$ cat src/rtl/wb_cmd_master.sv
// wb_cmd_master: single-beat Wishbone classic initiator with valid/ready command and response ports; optional bus timeout via `define WBM_TIMEOUT_EN
module wb_cmd_master #(
  parameter int TIMEOUT_CYCLES = 255,
  parameter int TO_W           = 8
) (
  input  logic        wb_clk_i,
  input  logic        wb_rst_ni,
  input  logic        cmd_valid_i,
  output logic        cmd_ready_o,
  input  logic        cmd_we_i,
  input  logic [31:0] cmd_adr_i,
  input  logic [31:0] cmd_dat_i,
  input  logic [3:0]  cmd_sel_i,
  output logic        rsp_valid_o,
  input  logic        rsp_ready_i,
  output logic [31:0] rsp_dat_o,
  output logic        rsp_err_o,
  output logic        wbm_cyc_o,
  output logic        wbm_stb_o,
  output logic        wbm_we_o,
  output logic [31:0] wbm_adr_o,
  output logic [31:0] wbm_dat_o,
  output logic [3:0]  wbm_sel_o,
  input  logic        wbm_ack_i,
  input  logic [31:0] wbm_dat_i
);
  typedef enum logic [1:0] {IDLE = 2'd0, BUS = 2'd1, RESP = 2'd2} state_t;
  state_t r_state, w_next;
  logic   w_cmd_fire, w_ack, w_to, w_rsp_fire;
  // Gating with reset keeps cmd_ready_o low while reset is held, even though state already reads IDLE
  assign cmd_ready_o = wb_rst_ni && (r_state == IDLE);
  assign w_cmd_fire  = cmd_valid_i && cmd_ready_o;
  assign w_ack       = (r_state == BUS) && wbm_ack_i;
  assign w_rsp_fire  = (r_state == RESP) && rsp_ready_i;
  assign wbm_stb_o   = wbm_cyc_o;
`ifdef WBM_TIMEOUT_EN
  logic [TO_W-1:0] r_cnt;
  // Count BUS cycles without ack; cleared as the cycle starts
  always_ff @(posedge wb_clk_i or negedge wb_rst_ni)
    if (!wb_rst_ni) r_cnt <= '0;
    else if (w_cmd_fire) r_cnt <= '0;
    else if (r_state == BUS && !wbm_ack_i) r_cnt <= r_cnt + TO_W'(1);
  // Terminal count fires on the edge that ends the TIMEOUT_CYCLES-th BUS cycle; ack takes priority
  assign w_to = (r_state == BUS) && !wbm_ack_i && (r_cnt == TO_W'(TIMEOUT_CYCLES - 1));
`else
  logic [TO_W-1:0] w_unused_to;
  assign w_unused_to = TO_W'(TIMEOUT_CYCLES);
  assign w_to        = 1'b0;
`endif
  // State register
  always_ff @(posedge wb_clk_i or negedge wb_rst_ni)
    if (!wb_rst_ni) r_state <= IDLE;
    else r_state <= w_next;
  // Next state: IDLE -> BUS on command, BUS -> RESP on ack or timeout, RESP -> IDLE on consume
  always_comb begin
    w_next = r_state;
    if (w_cmd_fire) w_next = BUS;
    else if (w_ack || w_to) w_next = RESP;
    else if (w_rsp_fire) w_next = IDLE;
  end
  // Bus and response registers; wbm_* hold their last values once the cycle ends
  always_ff @(posedge wb_clk_i or negedge wb_rst_ni)
    if (!wb_rst_ni) begin
      wbm_cyc_o   <= 1'b0;
      wbm_we_o    <= 1'b0;
      wbm_adr_o   <= '0;
      wbm_dat_o   <= '0;
      wbm_sel_o   <= '0;
      rsp_valid_o <= 1'b0;
      rsp_dat_o   <= '0;
      rsp_err_o   <= 1'b0;
    end else begin
      if (w_cmd_fire) begin
        wbm_cyc_o <= 1'b1;
        wbm_we_o  <= cmd_we_i;
        wbm_adr_o <= cmd_adr_i;
        wbm_dat_o <= cmd_dat_i;
        wbm_sel_o <= cmd_sel_i;
      end
      if (w_ack || w_to) begin
        wbm_cyc_o   <= 1'b0;
        rsp_valid_o <= 1'b1;
        rsp_dat_o   <= (w_ack && !wbm_we_o) ? wbm_dat_i : '0;
        rsp_err_o   <= w_to;
      end
      if (w_rsp_fire) rsp_valid_o <= 1'b0;
    end
endmodule

$ cat config.mk
export PLATFORM = sky130hd
export DESIGN_NAME = wb_cmd_master
export DESIGN_NICKNAME = d
export VERILOG_FILES = /design/src/rtl/wb_cmd_master.sv
export SDC_FILE = /design/constraint.sdc
export NUM_CORES = 1
export LEC_CHECK = 0
export CAP_MARGIN = 20
export CORE_UTILIZATION = 43
export CTS_BUF_LIST = sky130_fd_sc_hd__clkbuf_8
export CTS_CLUSTER_SIZE = 24
export DETAILED_ROUTE_END_ITERATION = 12
export HOLD_SLACK_MARGIN = 0.03
export PLACE_DENSITY = 0.95
export SLEW_MARGIN = 5
export SYNTH_ARGS = -nofsm -noshare
export SYNTH_HDL_FRONTEND = slang
export SYNTH_SLANG_ARGS = --single-unit
$ cat constraint.sdc
create_clock -name wb_clk_i -period 2.1 [get_ports wb_clk_i]
set_input_delay 0.42 -clock wb_clk_i [delete_from_list [all_inputs] [get_ports wb_clk_i]]
set_output_delay 0.42 -clock wb_clk_i [all_outputs]
set_load 0.01 [all_outputs]
* Yosys cells after proc, flatten, opt, wreduce, memory -nomap -nowiden
Index checks and enable logic that the tools add are counted.
** Word-level totals
- Flip-flop bits (word level) :: 105
- Output and inout bits :: 106
- Word-level logic and storage cells :: 28
** Operators by class
- Eq/ne operators :: 2
- Mux-type cells :: 8
- Reductions and logical operators :: 10
** Operators with widths (number)
- 32-bit two-way mux :: 1
- 2-bit two-way mux :: 3
- 1-bit logical AND :: 5
- 1-bit two-way mux :: 4
- 2-bit nonzero test :: 2
- 3-bit nonzero test :: 1
- 2-bit by 1-bit == test with 1-bit output (second input constant) :: 1
- 2-bit == test (second input constant) :: 1
- 2-bit logical NOT :: 1
- 1-bit logical NOT :: 1

* Depth between registers and ports, before layout
Gate-level depths: netlist (run 1).
- Depth in word-level cells :: 5
- Depth in mapped cells :: 4

* Least setup slack after synthesis (run 1)
OpenSTA, ideal clock, no wires.
- Path type :: flip-flop to flip-flop
- Start :: register r_state[0]
- End :: register wbm_adr_o[0]
- Slack :: 0.596 ns
- Buffers on the path :: 2
- Setup time :: 0.125 ns
- Cell stages (with the launch flop) :: 5
- Data required time :: 1.975 ns
- Arrival :: 1.379 ns
- Cell sequence :: dfrtp_1 nor4bb_2 buf_6 buf_12 mux2_4
** On the way
- Cells in the longest elaborated chain, start to end :: 3
** RTL lines
- start, declared :: line 28 : state_t r_state, w_next;
- start signal, assigned :: line 53 : else r_state <= w_next;
- 2-bit logical NOT :: line 31 : assign cmd_ready_o = wb_rst_ni && (r_state == IDLE);
- 1-bit logical AND :: line 31
- 1-bit logical AND :: line 32 : assign w_cmd_fire = cmd_valid_i && cmd_ready_o;
- end signal, assigned :: line 76 : wbm_adr_o <= cmd_adr_i;
- end, declared :: line 21 : output logic [31:0] wbm_adr_o,
Every way passes these cells.
A chain may end at the register's enable or synchronous reset.

* Final worst setup path (run 1)
- Start :: input wb_rst_ni
- End :: output cmd_ready_o
** On the way
- Cells in the longest elaborated chain, start to end :: 1
** RTL lines
- start, declared :: line 7 : input logic wb_rst_ni,
- 1-bit logical AND :: line 31
- end, declared :: line 9 : output logic cmd_ready_o,
Every way passes these cells.

==> metrics.cfg, run 1 <==
[detailed_routing]
detail-route-antenna-nets=0
drcViolationCount=0
drt_iter0_drc=80
wire_per_inst_um=16.6
firstDrtPassIters=4
num_vias=2938
routed_via_density=4.70
wl_um=10400

[clocking]
clock_sinks=105
clock_path_buffers=2
cts_tree=done
clockRootBuffer=clkbuf_8
post_cts_buffers=0
numCtsBuffers=9
htreeDepth=3
clk_pin_slew_ns=0.09
insertion_delay_ns=0.35

[synthesis]
synth_xor_xnor_area_share_pct=0
synthDistinctLibCells=21
post_synth_inst_count=267
syn_area_um2=4530
syn-num-nets=373
synth-compound-area-share_pct=0.856
ys_ff_latch=105
synth_top_family_by_area=multiplexers
ys_warn_count=0
synthMuxAreaShare_pct=30.7
avgSynthCellArea_um2=17.0
ys_seq_area_share_pct=58.0
synthAdderAreaFrac_pct=0
yosys.area_share.simple_pct=5.58

[status]
status=completed

[floorplan]
coreArea_um2=10300
die-height_um=105
start_util_pct=44.1
die_x_um=105
dieArea_um2=11000
ios=212
rows=37

[sta]
drv_slew=0
timing.final.crit_share_pct=95.9
min_period_ns=2.01
final_hold_viol_count=0
worst_pin_slew_ns=0.655
setup_violations=0
max_clock_freq_mhz=497
rsz0062_at_grt=false
tns_ns=0
finClkSkew_ns=0.00982
max-slew-margin-rel_pct=56.3

[critical_path]
endpoint_kind=output pin
crit_fanout=9
cpPeakStageDelay_ns=0.53
start_kind=input port
required_ns=1.68
worstPathArrival_ns=1.59
crit_type=in -> out
crit_slowest_cell=dlygate4sd3_1
worstPathCellList=dlygate4sd3_1, buf_4, nor3b_1, dlygate4sd1_1

[placed_design]
placed_area_um2=6740
dp_hpwl_um=7760
portBuffers=210
routabilityCongestion=0.770

[cells_and_area]
syn_to_final_growth_pct=54.3
drive_gt1_share_pct=26.6
final_area_um2=6990
finalNetCount=591
num_antenna_cells=0

[min_path]
hold_path_class=in -> async

[global_route]
grt_pass1_vias=3271
antenna_found_initial=0
grt_usage_pct=20.3
grt_max_degree=54
grt_pass1_wl_um=17200
grt_remaining_overflow=0

[job]
drv_cap=0

[power_and_ir_drop]
power_density_nw_per_um2=1410
vdd_drop_max_v=0.000726
leakagePower_nw=3.04

[cell families after synthesis]
family,after synthesis
AO/OA/AOI/OAI,5
other,1
AND/OR/NAND/NOR,38
multiplexers,101
buffers and inverters,17
flip-flops,105
[path summary, 6_finish.rpt]
kind,slack (ns),start,endpoint,cells after the start
max,0.09,wb_rst_ni,cmd_ready_o,4
min,0.41,wb_rst_ni,r_state[1],2
max reg2reg,0.41,r_state[1],wbm_adr_o[2],4
min reg2reg,0.51,rsp_dat_o[17],rsp_dat_o[17],1
max in group asynchronous,0.83,wb_rst_ni,wbm_dat_o[10],3
min in group wb_clk_i,0.51,rsp_dat_o[17],rsp_dat_o[17],1
[final cells by class]
cell class / count / area, µm²
clock inverters: 5 / 104
repair buffers: 224 / 2260
multi-input cells: 145 / 1700
clock buffers: 10 / 138
flip-flops and latches: 105 / 2630
fillers: 740 / 3280
well taps: 136 / 170
[repair_timing]
item / 4_1_cts / 5_1_grt
hold buffers: 1 / 0
endpoints found under the hold margin: 5 / 0
gates resized for setup: 2 / 2
endpoints found under the setup margin: 1 / 1
[synthesized netlist by cell type (all sizes together)]
cell     number  area, µm²
clkbuf        4       16.3
nand2b        2       12.5
nor2b        32        200
a22o          1       8.76
o2bb2ai       1       8.76
buf          13        200
and3b         1       8.76
a21oi         1       5.00
mux2        101       1390
and2b         1       7.51
a21o          1       7.51
nor3b         1       7.51
conb          1       3.75
a211o         1       8.76
nor4bb        1       16.3
dfrtp       105       2630
[layer usage]
metal / track usage [%] / share of wire [%]
met5: 0 / 0
met4: 8.95 / 2.4
met3: 4.49 / 4.9
met2: 36.0 / 53
met1: 23.5 / 40
[state kept, by name, indices dropped and copies added, names as in the netlist]
name and cells:
wbm_sel_o 4, wbm_dat_o 32, rsp_dat_o 32, wbm_cyc_o 1, wbm_we_o 1, wbm_adr_o 32
r_state 2, rsp_valid_o 1
[critical path, delay by kind of cell]
family	cells	cell delay [ns]
simple gates	1	0.19
buf+inv	3	0.98
[stage by stage]
step                hold WS [ns]  instances  setup slack, ns  util [%]  total power, W
finish                     0.412        625           0.0867      68.0         0.00987
global route               0.386        625           0.0162      68.0          0.0104
CTS                        0.383        625           0.0452      68.0         0.00998
detailed placement         0.243        609           0.0873      65.6         0.00843
global placement           0.244        609            0.126      65.6         0.00827
floorplan                  0.124        267            0.596         -         0.00591
[power by group]
part           total (W)  switching (W)  internal, W  leakage [nW]
clock network    0.00147       0.000655     0.000818         0.122
logic            0.00479        0.00161      0.00318          1.65
registers        0.00360       0.000611      0.00299          1.27
total            0.00987        0.00288      0.00699          3.04
[layout by cell type (no fill, tap or decap), types with 2 or more instances in the layout]
master / netlist / final
mux2_4: 68 / 68
clkbuf_8: 0 / 10
clkdlybuf4s50_1: 0 / 208
bufinv_16: 0 / 3
nand2b_1: 2 / 2
mux2_2: 31 / 31
buf_4: 2 / 10
buf_12: 7 / 4
dfrtp_1: 105 / 104
nor2b_1: 32 / 32
mux2_1: 2 / 2
Power figures use the tool's default switching activity.
==> inputs of run 2 (changes only) <==
SKIP_CTS_REPAIR_TIMING = 1   (was unset)
==> run 2 against run 1 <==
Against the previous run:
- first-iteration DRC count down 3.8%
- cell area about the same
- worst setup slack better by 0.039 ns
- die area unchanged
- hold slack about the same
- sequential share of layout area about the same
- clock skew unchanged
- combinational power about the same
- flip-flop and latch count unchanged
==> metrics.cfg, run 2 (synthesis gave the netlist of run 1 again) <==
[floorplan]
coreArea_um2=10300  ; unchanged
start_util_pct=44.1  ; unchanged
die_x_um=105  ; unchanged
rows=37  ; unchanged
ios=212  ; unchanged
dieArea_um2=11000  ; unchanged
die-height_um=105  ; unchanged

[clocking]
clock_sinks=105  ; unchanged
clock_path_buffers=2  ; unchanged
insertion_delay_ns=0.35  ; about the same
cts_tree=done  ; unchanged
clockRootBuffer=clkbuf_8  ; unchanged
htreeDepth=3  ; unchanged
clk_pin_slew_ns=0.09  ; about the same
numCtsBuffers=9  ; unchanged

[cells_and_area]
final_area_um2=7000  ; was 6990 µm²
drive_gt1_share_pct=26.6  ; unchanged
reg_top3=rsp_dat_o (32), wbm_adr_o (32), wbm_dat_o (32)  ; unchanged
finalNetCount=591  ; unchanged
syn_to_final_growth_pct=54.4  ; was 54.3%
mostFrequentLayoutCells=clkdlybuf4s50_1, dfrtp_1, mux2_4  ; unchanged
regArea_um2=2630  ; unchanged
fin_cells=625  ; unchanged
num_antenna_cells=0  ; unchanged
utilization_pct=68.1  ; was 68.0%
nFillCells=739  ; was 740
multi_input_area_um2=1700  ; unchanged
layout_commonest_cell=clkdlybuf4s50_1  ; unchanged

[sta]
max-slew-margin-rel_pct=56.3  ; about the same
final_hold_viol_count=0  ; unchanged
setup_violations=0  ; unchanged
postLayoutSetupSlackWorst_ns=0.126  ; was 0.0867 ns
finClkSkew_ns=0.00982  ; unchanged
timing.final.crit_share_pct=94.0  ; was 95.9%
drv_slew=0  ; unchanged
min_period_ns=1.97  ; was 2.01 ns
rsz0062_at_grt=false  ; unchanged
worst_pin_slew_ns=0.655  ; about the same
fin_hold_ws_ns=0.412  ; about the same
max_clock_freq_mhz=507  ; was 497 MHz

[placed_design]
dp.cells=609  ; unchanged
placed_area_um2=6740  ; unchanged
routabilityCongestion=0.770  ; unchanged
dp_hpwl_um=7760  ; unchanged
portBuffers=210  ; unchanged
place_ws_ns=0.0873  ; unchanged

[global_route]
use_met3_pct=4.49  ; unchanged
grt_remaining_overflow=0  ; unchanged
grt.busiest_layer=met2  ; unchanged
grt_pass1_vias=3270  ; was 3,271
grt_max_degree=54  ; unchanged
grt_pass1_wl_um=17200  ; about the same
grt_usage_pct=20.3  ; about the same
use_met2_pct=36.0  ; unchanged
antenna_found_initial=0  ; unchanged
met1_usage_pct=23.5  ; about the same

[critical_path]
endpoint_kind=register  ; was output pin
start_kind=input port  ; unchanged
crit_type=in -> reg  ; was in -> out
crit_fanout=23  ; was 9
required_ns=2.33  ; was 1.68 ns
worstPathArrival_ns=2.21  ; was 1.59 ns

[detailed_routing]
routed_via_density=4.70  ; unchanged
drcViolationCount=0  ; unchanged
firstDrtPassIters=4  ; unchanged
wl_um=10400  ; about the same
detail-route-antenna-nets=0  ; unchanged
wire_per_inst_um=16.6  ; about the same
num_vias=2938  ; unchanged
drt_iter0_drc=77  ; was 80

[min_path]
hold_path_class=in -> async  ; unchanged

[power_and_ir_drop]
vdd_drop_max_v=0.000726  ; about the same
leakagePower_nw=3.05  ; was 3.04 nW
power_density_nw_per_um2=1410  ; about the same

[status]
status=completed  ; unchanged

[job]
drv_cap=0  ; unchanged

run 2: changes by cell type in the layout (fill, tap and decap cells not counted):
cell / previous run / this run
dlymetal6s2s_1: 0 / 1
dlygate4sd1_1: 1 / 0
run 2: critical path, cell delays in order:
cell	delay, ns
dlygate4sd3_1	0.53
buf_4	0.17
nor4bb_4	0.37
buf_12	0.18
buf_12	0.20
mux2_4	0.32
run 2: power breakdown:
part	switching [W]	internal [W]
sequential	0.000611	0.00299
clock	0.000655	0.000818
combinational	0.00161	0.00318
run 2: metal layers:
layer | up-vias | part of all wire [%]
met2 | 110 | 53
met3 | 17 | 4.9
li1 | 1344 | -
met1 | 1467 | 40
met5 | - | 0
met4 | 0 | 2.4
run 2: worst paths after layout:
check / from / endpoint / slack [ns] / cells past startpoint
worst max-delay path: wb_rst_ni / wbm_adr_o[2] / 0.13 / 6
worst min-delay path: wb_rst_ni / r_state[1] / 0.41 / 2
min in group wb_clk_i: rsp_dat_o[17] / rsp_dat_o[17] / 0.51 / 1
max in group asynchronous: wb_rst_ni / wbm_dat_o[10] / 0.83 / 3
worst min register to register: rsp_dat_o[17] / rsp_dat_o[17] / 0.51 / 1
worst max register to register: r_state[1] / wbm_adr_o[2] / 0.41 / 4
run 2: cell type report:
type | instances | share of cell area [%]
Tap cell | 136 | 2.43
Clock inverter | 5 | 1.48
Multi-Input combinational cell | 145 | 24.2
Sequential cell | 105 | 37.6
Timing Repair Buffer | 224 | 32.3
Clock buffer | 10 | 1.97
run 2: stage by stage:
step                total power [W]  setup TNS (ns)
floorplan                   0.00591               0
global route                 0.0104               0
detailed placement          0.00843               0
global placement            0.00827               0
finish                      0.00987               0
CTS                         0.00998        -0.00977
